### config.mk
export PLATFORM = sky130hd
export DESIGN_NAME = lcd_capture
export DESIGN_NICKNAME = d
export VERILOG_FILES = /design/src/rtl/lcd_capture.sv
export SDC_FILE = /design/constraint.sdc
export NUM_CORES = 1
export LEC_CHECK = 0
export CORE_ASPECT_RATIO = 2
export CORE_MARGIN = 2
export CORE_UTILIZATION = 55
export DETAILED_ROUTE_END_ITERATION = 8
export PLACE_DENSITY_LB_ADDON = 0.15
export SLEW_MARGIN = 20
export SYNTH_ARGS = -nofsm -noshare
export SYNTH_HDL_FRONTEND = slang
export SYNTH_SLANG_ARGS = --single-unit
### constraint.sdc
create_clock -name clock -period 5.4 [get_ports clock]
set_input_delay 0.54 -clock clock [delete_from_list [all_inputs] [get_ports clock]]
set_output_delay 0.54 -clock clock [all_outputs]
set_load 0.01 [all_outputs]
### src/rtl/lcd_capture.sv
// LCD pixel-stream capture: packs 2-bpp pixels four per byte into a
// double-buffered framebuffer, swapping banks only on complete frames.
module lcd_capture #(
   parameter int unsigned WIDTH  = 160,
   parameter int unsigned HEIGHT = 144
) (
   input  logic        clock,
   input  logic        reset_n,
   input  logic [1:0]  pixel_data,
   input  logic        pixel_latch,
   input  logic        hsync,
   input  logic        vsync,
   input  logic        clear_err,
   output logic [13:0] fb_A,
   output logic [7:0]  fb_Do,
   output logic        fb_wr_n,
   output logic        fb_cs_n,
   output logic        display_bank,
   output logic        frame_done,
   output logic        err_overrun,
   output logic [7:0]  line
);

   localparam logic [7:0]  W8  = 8'(WIDTH);
   localparam logic [7:0]  H8  = 8'(HEIGHT);
   localparam logic [12:0] BPL = 13'(WIDTH / 4);

   typedef enum logic {UNSYNC, ACTIVE} state_t;

   state_t      state_q, state_d;
   logic        latch_q, hsync_q, vsync_q;
   logic [7:0]  x_q, x_d;
   logic [7:0]  y_q, y_d;
   logic [7:0]  acc_q, acc_d;
   logic        disp_q, disp_d;
   logic        done_q, done_d;
   logic        err_q, err_d;
   logic        wr_n_q, wr_n_d;
   logic [13:0] a_q, a_d;
   logic [7:0]  do_q, do_d;

   logic        pix_ev, hs_ev, vs_ev;
   logic        in_frame, accept;
   logic [7:0]  x_inc, x_grp, acc_in, flush_data;
   logic [12:0] byte_addr;

   assign pix_ev = pixel_latch & ~latch_q;
   assign hs_ev  = hsync & ~hsync_q;
   assign vs_ev  = vsync & ~vsync_q;

   always_comb begin
      state_d = state_q;
      x_d     = x_q;
      y_d     = y_q;
      acc_d   = acc_q;
      disp_d  = disp_q;
      done_d  = 1'b0;
      err_d   = err_q & ~clear_err;
      wr_n_d  = 1'b1;
      a_d     = a_q;
      do_d    = do_q;

      in_frame = (x_q < W8) && (y_q < H8);
      accept   = (state_q == ACTIVE) && pix_ev && in_frame;
      x_inc    = accept ? x_q + 8'd1 : x_q;
      acc_in   = accept ? {acc_q[5:0], pixel_data} : acc_q;
      // Group of the last accepted pixel; serves both full-byte and flush writes.
      x_grp     = (x_inc - 8'd1) >> 2;
      byte_addr = ({5'd0, y_q} * BPL) + {5'd0, x_grp};

      unique case (x_inc[1:0])
         2'd1:    flush_data = {acc_in[1:0], 6'd0};
         2'd2:    flush_data = {acc_in[3:0], 4'd0};
         2'd3:    flush_data = {acc_in[5:0], 2'd0};
         default: flush_data = acc_in;
      endcase

      unique case (state_q)
         UNSYNC: begin
            if (vs_ev) begin
               state_d = ACTIVE;
               x_d     = '0;
               y_d     = '0;
               acc_d   = '0;
            end
         end
         ACTIVE: begin
            x_d   = x_inc;
            acc_d = acc_in;
            if (pix_ev && !in_frame) err_d = 1'b1;
            if (accept && (x_inc[1:0] == 2'd0)) begin
               wr_n_d = 1'b0;
               a_d    = {~disp_q, byte_addr};
               do_d   = acc_in;
            end
            if (hs_ev || vs_ev) begin
               if ((x_inc[1:0] != 2'd0) && (y_q < H8)) begin
                  wr_n_d = 1'b0;
                  a_d    = {~disp_q, byte_addr};
                  do_d   = flush_data;
               end
               x_d   = '0;
               acc_d = '0;
               if (vs_ev) begin
                  if (y_q == H8) begin
                     disp_d = ~disp_q;
                     done_d = 1'b1;
                  end
                  y_d = '0;
               end else if (y_q < H8) begin
                  y_d = y_q + 8'd1;
               end
            end
         end
         default: state_d = UNSYNC;
      endcase
   end

   always_ff @(posedge clock or negedge reset_n) begin
      if (!reset_n) begin
         state_q <= UNSYNC;
         latch_q <= 1'b0;
         hsync_q <= 1'b0;
         vsync_q <= 1'b0;
         x_q     <= '0;
         y_q     <= '0;
         acc_q   <= '0;
         disp_q  <= 1'b1;
         done_q  <= 1'b0;
         err_q   <= 1'b0;
         wr_n_q  <= 1'b1;
         a_q     <= '0;
         do_q    <= '0;
      end else begin
         state_q <= state_d;
         latch_q <= pixel_latch;
         hsync_q <= hsync;
         vsync_q <= vsync;
         x_q     <= x_d;
         y_q     <= y_d;
         acc_q   <= acc_d;
         disp_q  <= disp_d;
         done_q  <= done_d;
         err_q   <= err_d;
         wr_n_q  <= wr_n_d;
         a_q     <= a_d;
         do_q    <= do_d;
      end
   end

   assign fb_A         = a_q;
   assign fb_Do        = do_q;
   assign fb_wr_n      = wr_n_q;
   assign fb_cs_n      = wr_n_q;
   assign display_bank = disp_q;
   assign frame_done   = done_q;
   assign err_overrun  = err_q;
   assign line         = y_q;

endmodule

==> results.ini, run 1 <==
[worst_setup_path]
critPathArrivalTime_ns=4.81
crit_start=x_q[0]
crit_type=flip-flop to flip-flop
worst_setup_path_end_kind=flip-flop
reg2reg_depth=14
cp_max_fo=19
r2r_setup_slack_ns=0.85
crit_path_start_kind=flip-flop
critPathRequiredTime_ns=5.66
r2r_start=x_q[0]
r2r_end=fb_A[12]

[timing]
max_freq_mhz=220
fin_crit_sh_pct=84.3
maxSlewViolCount=0
hold_ws_ns=0.330
clock-skew-final_ns=0.00934
maxSlewHeadroom_pct=54.1
finalSetupViolCount=0
fin_crit_ns=4.55
rsz0062_at_grt=no
hold_viol=0
tightest_slew_ns=0.687
fin_tns_setup_ns=0

[synthesis]
synth_nets=355
netlist_instances=327
syn_area_um2=3100
synth.avg_cell_area_um2=9.49
yosysSeqAreaShare_pct=42.0
synth_flop_cell=dfrtp_1
yosys.area.top_type=dfrtp_1
synth_top_cell_area_share_pct=40.3
synthTopCellsByArea=dfrtp_1 40%, ha_1 7.3%, nand2_1 4.7%, xnor2_1 4.5%, o21ai_0 3.7%
synth-edff-count=0
ys_warn_count=0
synth_seq_cells=52
async_flop_share_pct=100
ys_types=55

[grt]
grt_pass1_vias=2505
grt_start_max_net_pins=53
grt_pass1_wl_um=11400
grt_usage_pct=23.5
grt_antenna_before_repair=0
overflow=0

[clock_tree]
cts_root_buf=clkbuf_8
cts.sinks=52
htree_levels=2
post_cts_resized=0
cts_tree=built
clock_latency_ns=0.31
cts_setup_buffers=0
clk_pin_slew_ns=0.09
clock_path_buffers=2
numCtsBuffers=5
cts.hold.buffers_added=0

[power]
power_frac_comb_pct=31.7
internal_power_mw=0.731
vdd.ir_drop.worst_uv=274
power.switching_mw=0.331
p_leak_nw=1.60
seqPwrFrac_pct=46.6
clock_power_share_pct=21.7
swShare_pct=31.2
power.density_nw_per_um2=292

[finish]
diodes=0
area_growth_pct=17.0
fin_nets=391
regArea_um2=1300
nFillCells=481
multi_input_area_um2=1680
design_area_um2=3630
final_common_cell=dfrtp_1
drive_above_1_share_pct=7.14
final_cell_mix=50 x dfrtp_1, 41 x clkdlybuf4s50_1, 39 x nand2_1

[placement]
placed_cell_area_um2=3540
gp_congestion=0.886
port_buffers=42
place_hpwl_um=5090

[drt]
avgRoutedWirePerCell_um=16.0
num_vias=2529
ant_nets=0
drt_iter0_markers=66
drt_pass1_iterations=4
finalWirelength_um=6800
vias_per_cell=5.96
post-route-drc-count=0

[die]
fp.dieH_um=110
die_area_um2=6290
die_w_um=57.1
coreArea_um2=5420
start_util_pct=57.2
rows=38
io_pins=43

[min_path]
hold_class=input port to asynchronous set/reset pin

[job]
maxCapViolCount=0

[status]
outcome=finished, final reports clean

power by group through the flow:
| stage | Clock, mW | Combinational, mW | Sequential [mW] |
|---|---|---|---|
| final | 0.230 | 0.336 | 0.495 |
| after global routing | 0.251 | 0.373 | 0.505 |
| after CTS | 0.236 | 0.342 | 0.496 |
| after detailed placement | 0 | 0.340 | 0.503 |
| after global placement | 0 | 0.335 | 0.502 |
| after floorplan | 0 | 0.165 | 0.517 |
layer usage:
metal	GRT usage (%)	wire length, um	part of all wire (%)	vias up
met5	0	0	0	-
met4	11.5	235	3.5	0
met3	3.50	169	2.5	21
met2	46.1	4010	59	56
met1	23.0	2390	35	1236
li1	-	-	-	1216
worst max-delay path, stage by stage (launching register included):
cell	delay, ns
dfrtp_1	0.71
ha_1	0.44
nand2b_1	0.32
or3_4	0.46
a211oi_4	0.25
and2_4	0.20
a31o_1	0.15
o311ai_1	0.10
ha_1	0.35
a21oi_1	0.10
nor3b_1	0.30
nand3b_1	0.16
or3b_2	0.48
or4_1	0.40
nand3_1	0.09
through the flow:
stage | worst slack (ns) | instances | util [%] | power (mW)
global placement | 0.709 | 416 | 65.3 | 0.837
finish | 0.848 | 424 | 67.0 | 1.06
floorplan | 1.29 | 327 | - | 0.682
detailed placement | 0.648 | 416 | 65.3 | 0.843
global route | 0.501 | 424 | 67.0 | 1.13
CTS | 0.871 | 424 | 67.0 | 1.07
state kept, by name, summed over array words and instances, names as in the netlist:
register / count
fb_Do: 8
acc_q: 6
line: 8
state_q: 1
x_q: 8
fb_A: 14
vsync_q: 1
err_overrun: 1
frame_done: 1
fb_cs_n: 1
latch_q: 1
hsync_q: 1
display_bank: 1
worst max path at each step:
stage                    end  slack (ns)  depth (start not counted)
floorplan           fb_A[12]        1.29                         14
global placement    fb_A[12]        0.71                         15
detailed placement  fb_A[12]        0.65                         15
CTS                 fb_A[12]        0.87                         14
global route        fb_A[12]        0.50                         15
finish              fb_A[12]        0.85                         14
cell families after synthesis:
| group | Yosys count | synth area share (%) |
|---|---|---|
| simple gates | 113 | 18.2 |
| buf+inv | 28 | 3.87 |
| compound gates | 78 | 16.8 |
| flops | 52 | 42.0 |
| mux | 7 | 2.38 |
| xor+xnor | 29 | 8.19 |
| fa+ha+maj | 20 | 8.55 |
synthesized netlist by cell type (3+ instances only):
master / instances
dfrtp_1: 50
nand2_1: 39
nor2_1: 29
o21ai_0: 23
ha_1: 18
xnor2_1: 16
a21oi_1: 13
xor2_1: 13
inv_1: 12
a22o_1: 10
clkbuf_1: 10
nand3_1: 10
o22ai_1: 8
a31oi_1: 5
nand2b_1: 5
a21o_1: 4
mux2i_1: 4
nor3_1: 4
buf_2: 3
mux2_2: 3
nand4_1: 3
nor2b_1: 3
layout make-up:
class                           count  area share (%)
Sequential cell                    52            35.9
Clock buffer                        8            2.48
Multi-Input combinational cell    247            46.2
Timing Repair Buffer               45            12.1
Inverter                           12            1.24
Tap cell                           60            2.07
No activity file was read; power rests on OpenSTA's default activity.
==> inputs of run 2 (changes only) <==
CORE_UTILIZATION = 50   (was 55)
clock period = 4 ns   (was 5.4 ns; I/O delays follow)
==> results.ini, run 2 (same netlist as run 1, synthesis figures left out) <==
[status]
outcome=finished, final reports clean

[worst_setup_path]
r2r_start=line[4]
cpLargestDelayFamily=simple AND/OR/NAND/NOR gates
reg2reg_depth=14  ; unchanged
cp_max_fo=3  ; -16
critPathArrivalTime_ns=4.01  ; -0.80 ns
r2r_setup_slack_ns=0.22  ; -0.63 ns
r2r_end=fb_A[12]
crit_chain=o31a_1, or3_4, or3_4, a211oi_4, and2_4, a31o_1, o311ai_1, ha_1, a21oi_2, nor3b_2, nand3b_1, or3b_4, or4_1, nand3_1
cp_num_buf_inv=0  ; unchanged
crit_type=flip-flop to flip-flop
slowest_delay_ns=0.40  ; -0.31 ns
critPathRequiredTime_ns=4.23  ; -1.43 ns
slowest_stage=dfrtp_2
crit_path_start_kind=flip-flop
cpMostUsedCell=or3_4
worst_setup_path_end_kind=flip-flop

[clock_tree]
cts_tree=built
cts_setup_buffers=0  ; unchanged
cts.sinks=52  ; unchanged
htree_levels=2  ; unchanged
post_cts_resized=0  ; unchanged
cts.hold.buffers_added=0  ; unchanged
numCtsBuffers=5  ; unchanged
clock_path_buffers=2  ; unchanged
clk_pin_slew_ns=0.07  ; -0.02 ns
cts_root_buf=clkbuf_16
clock_latency_ns=0.29  ; -0.02 ns

[timing]
finalSetupViolCount=0  ; unchanged
hold_ws_ns=0.107  ; -0.222 ns
clock-skew-final_ns=0.00640  ; -0.00294 ns
hold_viol=0  ; unchanged
fin_tns_setup_ns=0  ; unchanged
fin_crit_sh_pct=94.5  ; +10 points
max_freq_mhz=265  ; +20%
maxSlewHeadroom_pct=61.3  ; +7.2 points
rsz0062_at_grt=no
maxSlewViolCount=0  ; unchanged
fin_crit_ns=3.78  ; -0.772 ns
tightest_slew_ns=0.580  ; -0.107 ns

[drt]
met1Wirelength_um=2510  ; +4.9%
wl_met3_um=160  ; -5.3%
finalWirelength_um=7210  ; +6.0%
drt_pass1_iterations=4  ; unchanged
post-route-drc-count=0  ; unchanged
drt_iter0_markers=75  ; +14%
routed.top_layer=met4
avgRoutedWirePerCell_um=15.8  ; -1.2%
vias_per_cell=5.70  ; -4.4%
num_vias=2595  ; +2.6%
ant_nets=0  ; unchanged
dr_wl_met2_um=4300  ; +7.4%

[finish]
drive_above_1_share_pct=15.1  ; +7.9 points
nFillCells=523  ; +8.7%
final_cell_mix=48 x dfrtp_1, 41 x clkdlybuf4s50_1, 39 x nand2_1
largest_register_ffs=14  ; unchanged
fin_nets=419  ; +7.2%
area_growth_pct=26.5
final_common_cell=dfrtp_1
diodes=0  ; unchanged

[grt]
grt_start_max_net_pins=30  ; -43%
grt_pass1_vias=2543  ; +1.5%
grt_usage_pct=22.9  ; -0.61 points
grt_antenna_before_repair=0  ; unchanged
grt_pass1_wl_um=11700  ; +3.0%
overflow=0  ; unchanged

[job]
maxCapViolCount=0  ; unchanged

[power]
swShare_pct=29.3  ; -1.9 points
power_frac_comb_pct=31.2  ; -0.5 points
seqPwrFrac_pct=40.9  ; -5.7 points
vdd.ir_drop.worst_uv=284  ; +3.7%
power.density_nw_per_um2=412  ; +41%
p_leak_nw=1.77  ; +11%
clock_power_share_pct=27.9  ; +6.2 points
power.switching_mw=0.473  ; +43%
finalPower_mw=1.62  ; +52%
internal_power_mw=1.14  ; +56%

[die]
io_pins=43  ; unchanged
die_area_um2=6890  ; +9.5%
coreArea_um2=6010  ; +11%
start_util_pct=51.6  ; -5.6 points
rows=40  ; +5.3%
fp.dieH_um=115  ; +4.7%
die_w_um=59.7  ; +4.5%

[placement]
place_hpwl_um=5580  ; +9.7%
port_buffers=42  ; unchanged
gp_congestion=0.882  ; -0.44%

[min_path]
hold_class=input port to asynchronous set/reset pin

-- run 2: changes by cell type in the layout (fill, tap and decap cells not counted), moves of 2 or more --
cell / delta
buf_4: +28
clkbuf_16: +5
clkbuf_8: -4
dfrtp_1: -2
dfrtp_2: +2
-- run 2: worst max-delay path by stage --
stage / slack [ns] / startpoint / cells after the start / to
floorplan: 0.02 / line[4] / 14 / fb_A[12]
global placement: -0.06 / pixel_latch / 15 / fb_A[12]
detailed placement: -0.12 / pixel_latch / 15 / fb_A[12]
CTS: 0.14 / line[4] / 14 / fb_A[12]
global route: 0.03 / line[4] / 14 / fb_A[12]
finish: 0.22 / line[4] / 14 / fb_A[12]
-- run 2: per-stage QoR --
stage | std cells | util [%] | cell area [um2] | setup slack [ns]
floorplan | 327 | - | 3120 | 0.0242
global placement | 447 | 62.7 | 3770 | -0.0643
detailed placement | 447 | 62.7 | 3770 | -0.123
CTS | 455 | 65.3 | 3920 | 0.137
global route | 455 | 65.3 | 3920 | 0.0316
finish | 455 | 65.3 | 3920 | 0.220
-- run 2: area by class of cell --
cell class              instances  area [um2]  area share, %
multi-input cells             247        1690           43.0
flip-flops and latches         52        1310           33.3
repair buffers                 73         648           16.5
clock buffers                   8         156           3.99
well taps                      63        78.8           2.01
inverters                      12        45.0           1.15
-- run 2: layer usage --
layer | vias up | track usage [%]
met1 | 1262 | 22.5
met2 | 41 | 42.8
met4 | 0 | 12.3
met5 | - | 0
li1 | 1273 | -
met3 | 19 | 3.82
-- run 2: power by group through the flow --
| stage | Sequential, mW | Clock (mW) | Combinational [mW] |
|---|---|---|---|
| 2_1_floorplan | 0.698 | 0 | 0.227 |
| 3_3_place_gp | 0.670 | 0 | 0.499 |
| 3_5_place_dp | 0.672 | 0 | 0.507 |
| 4_1_cts | 0.663 | 0.463 | 0.511 |
| 5_1_grt | 0.672 | 0.482 | 0.557 |
| 6_report | 0.661 | 0.450 | 0.504 |
==> inputs of run 3 (changes only) <==
ABC_AREA = 1   (was unset)
CORE_UTILIZATION = 51   (was 50)
PLACE_DENSITY = 0.85   (was unset)
PLACE_DENSITY_LB_ADDON = unset   (was 0.15)
==> results.ini, run 3 <==
[status]
outcome=finished, final reports clean

[synthesis]
synth.area.mux_share_pct=0  ; -2.4 points
yosysMostFrequentCell=nand2_1
synthTopCellsByArea=dfrtp_1 36%, nand2_1 15%, ha_1 6.3%, nand3_1 5.8%, inv_1 5.3%
synthXorXnorAreaFrac_pct=3.16  ; -5.0 points
synth_adder_area_share_pct=7.36  ; -1.2 points
syn_area_um2=3600  ; +16%
synth_compound_area_share_pct=10.3  ; -6.5 points
ys_types=36  ; -35%
ys_warn_count=0  ; unchanged
synth_nets=495  ; +39%
yosys.area_share.simple_pct=33.1  ; +15 points
synthTopCellsByCount=147 x nand2_1, 52 x dfrtp_1, 51 x inv_1, 42 x nand3_1, 21 x nor2_1
synth_flop_cell=dfrtp_1
netlist_instances=467  ; +43%
async_flop_share_pct=100  ; unchanged
synth_seq_cells=54  ; +3.8%
synth_top_family_by_area=simple AND/OR/NAND/NOR gates
synth.avg_cell_area_um2=7.72  ; -19%
yosysSeqAreaShare_pct=37.6  ; -4.5 points
synth_top_cell_area_share_pct=36.1  ; -4.2 points
synth-edff-count=0  ; unchanged
yosys.area.top_type=dfrtp_1

[finish]
final_common_cell=nand2_1
diodes=0  ; unchanged
largest_register_ffs=14  ; unchanged
area_growth_pct=16.8
layoutNonFillerInstCount=600  ; +32%
fin_nets=537  ; +28%
drive_above_1_share_pct=10.6  ; -4.5 points
utilization_pct=61.1  ; -4.2 points
final_cell_mix=147 x nand2_1, 52 x dfrtp_1, 51 x inv_1

[timing]
hold_ws_ns=0.223  ; +0.115 ns
hold_viol=0  ; unchanged
maxSlewHeadroom_pct=54.7  ; -6.7 points
maxSlewViolCount=0  ; unchanged
max_freq_mhz=299  ; +13%
tightest_slew_ns=0.680  ; +0.0998 ns
fin_crit_sh_pct=83.6  ; -11 points
fin_crit_ns=3.34  ; -0.436 ns
clock-skew-final_ns=0.00439  ; -0.00201 ns
setup_slack_ns=0.656  ; +0.436 ns
fin_tns_setup_ns=0  ; unchanged
rsz0062_at_grt=no
finalSetupViolCount=0  ; unchanged

[clock_tree]
cts_setup_buffers=0  ; unchanged
clk_pin_slew_ns=0.07  ; about the same
clock_latency_ns=0.30  ; about the same
post_cts_resized=0  ; unchanged
cts.sinks=54  ; +3.8%
htree_levels=2  ; unchanged
numCtsBuffers=5  ; unchanged
cts_root_buf=clkbuf_16
cts.hold.buffers_added=0  ; unchanged
clock_path_buffers=2  ; unchanged
cts_tree=built

[placement]
gp_congestion=0.985  ; +12%
dpl_worst_slack_ns=0.359  ; +0.481 ns
placed_cells=592  ; +32%
place_hpwl_um=6580  ; +18%
port_buffers=42  ; unchanged

[drt]
post-route-drc-count=0  ; unchanged
ant_nets=0  ; unchanged
drt_iter0_markers=140  ; +87%
drt_pass1_iterations=4  ; unchanged
finalWirelength_um=8510  ; +18%
avgRoutedWirePerCell_um=14.2  ; -10%
num_vias=3230  ; +24%
vias_per_cell=5.38  ; -5.6%

[power]
vdd.ir_drop.worst_uv=258  ; -9.2%
p_leak_nw=2.11  ; +19%
power.density_nw_per_um2=392  ; -4.8%

[die]
start_util_pct=52.3  ; +0.68 points
die_w_um=63.4  ; +6.3%
fp.dieH_um=123  ; +6.5%
rows=43  ; +7.5%
die_area_um2=7790  ; +13%
io_pins=43  ; unchanged
coreArea_um2=6890  ; +15%

[worst_setup_path]
critPathArrivalTime_ns=3.53  ; -0.48 ns
crit_chain=clkdlybuf4s50_1, nand2_1, nor2_4, nand3_4, nand2_1, o21ai_1, nor2_2, nand3_1, xor2_1, ha_1, fa_1, nand3_1, nand2_1, nand3_1, a21oi_1, nand3_1, xor2_1, o21ai_2
crit_type=input port to flip-flop
slowest_stage=clkdlybuf4s50_1
critPathRequiredTime_ns=4.19  ; -0.04 ns
slowest_delay_ns=0.48  ; +0.08 ns
crit_start=pixel_latch
worst_setup_path_end_kind=flip-flop
cp_max_fo=23  ; +20
crit_path_start_kind=input port
r2r_start=line[5]
cpMostUsedCell=nand3_1

[grt]
grt_antenna_before_repair=0  ; unchanged
grt_pass1_vias=3213  ; +26%
grt_start_max_net_pins=55  ; +83%
overflow=0  ; unchanged
grt_pass1_wl_um=14200  ; +22%
grt_usage_pct=23.5  ; +0.62 points

[min_path]
hold_class=input port to asynchronous set/reset pin

[job]
maxCapViolCount=0  ; unchanged

run 3: cell count changes after synthesis, moves of 10 or more:
cell	previous run	this run
nand2_1	39	147
inv_1	12	51
nand3_1	10	42
nand4_1	3	14
o21ai_0	23	12
a22o_1	10	0
o21ai_2	0	10
xnor2_1	16	6
run 3: cell families (layout without fill, tap and decap cells):
family                   after synthesis  after routing
adder cells (fa/ha/maj)               20             20
flip-flops                            54             54
buffers and inverters                 67            110
AO/OA/AOI/OAI                         60             60
AND/OR/NAND/NOR                      253            253
XOR/XNOR                              13             13
run 3: cell type report:
cell class	instances	area (um2)
Multi-Input combinational cell	346	1940
Inverter	57	214
Sequential cell	54	1350
Clock buffer	7	143
Tap cell	90	113
Clock inverter	1	5.00
Fill cell	630	2680
Timing Repair Buffer	45	438
run 3: routing by layer:
layer  up-vias  GRT usage, %  share of wire (%)
li1       1606             -                  -
met5         -             0                  0
met4         0          12.2                3.6
met2        88          46.6                 56
met3        25          3.48                3.5
met1      1511          22.6                 37
run 3: worst max-delay path: cells and delay by family:
| family | cells | cell delay [ns] |
|---|---|---|
| compound gates | 3 | 0.23 |
| buf+inv | 1 | 0.48 |
| xor+xnor | 2 | 0.36 |
| simple gates | 10 | 1.44 |
| fa+ha+maj | 2 | 0.63 |
run 3: path summary, 6_finish.rpt:
check                                end  slack [ns]  cells past startpoint
worst min-delay path            fb_A[11]        0.22                      2
worst min register to register   fb_A[9]        0.48                      2
min in group clock               fb_A[9]        0.48                      2
max in group asynchronous         x_q[3]        3.32                      2
worst max-delay path            fb_A[11]        0.66                     18
worst max register to register  fb_A[11]        0.69                     18
run 3: where the power goes:
part / total [mW] / switching [mW] / internal (mW) / leakage (nW)
Sequential: 0.689 / 0.0643 / 0.625 / 0.700
Combinational: 0.513 / 0.272 / 0.242 / 1.34
Clock: 0.446 / 0.198 / 0.249 / 0.0739
run 3: per-stage QoR:
| stage | cell area (um2) | power, mW |
|---|---|---|
| after floorplan | 3600 | 1.00 |
| after global placement | 4060 | 1.19 |
| after detailed placement | 4060 | 1.21 |
| after CTS | 4210 | 1.66 |
| after global routing | 4210 | 1.74 |
| final | 4210 | 1.65 |
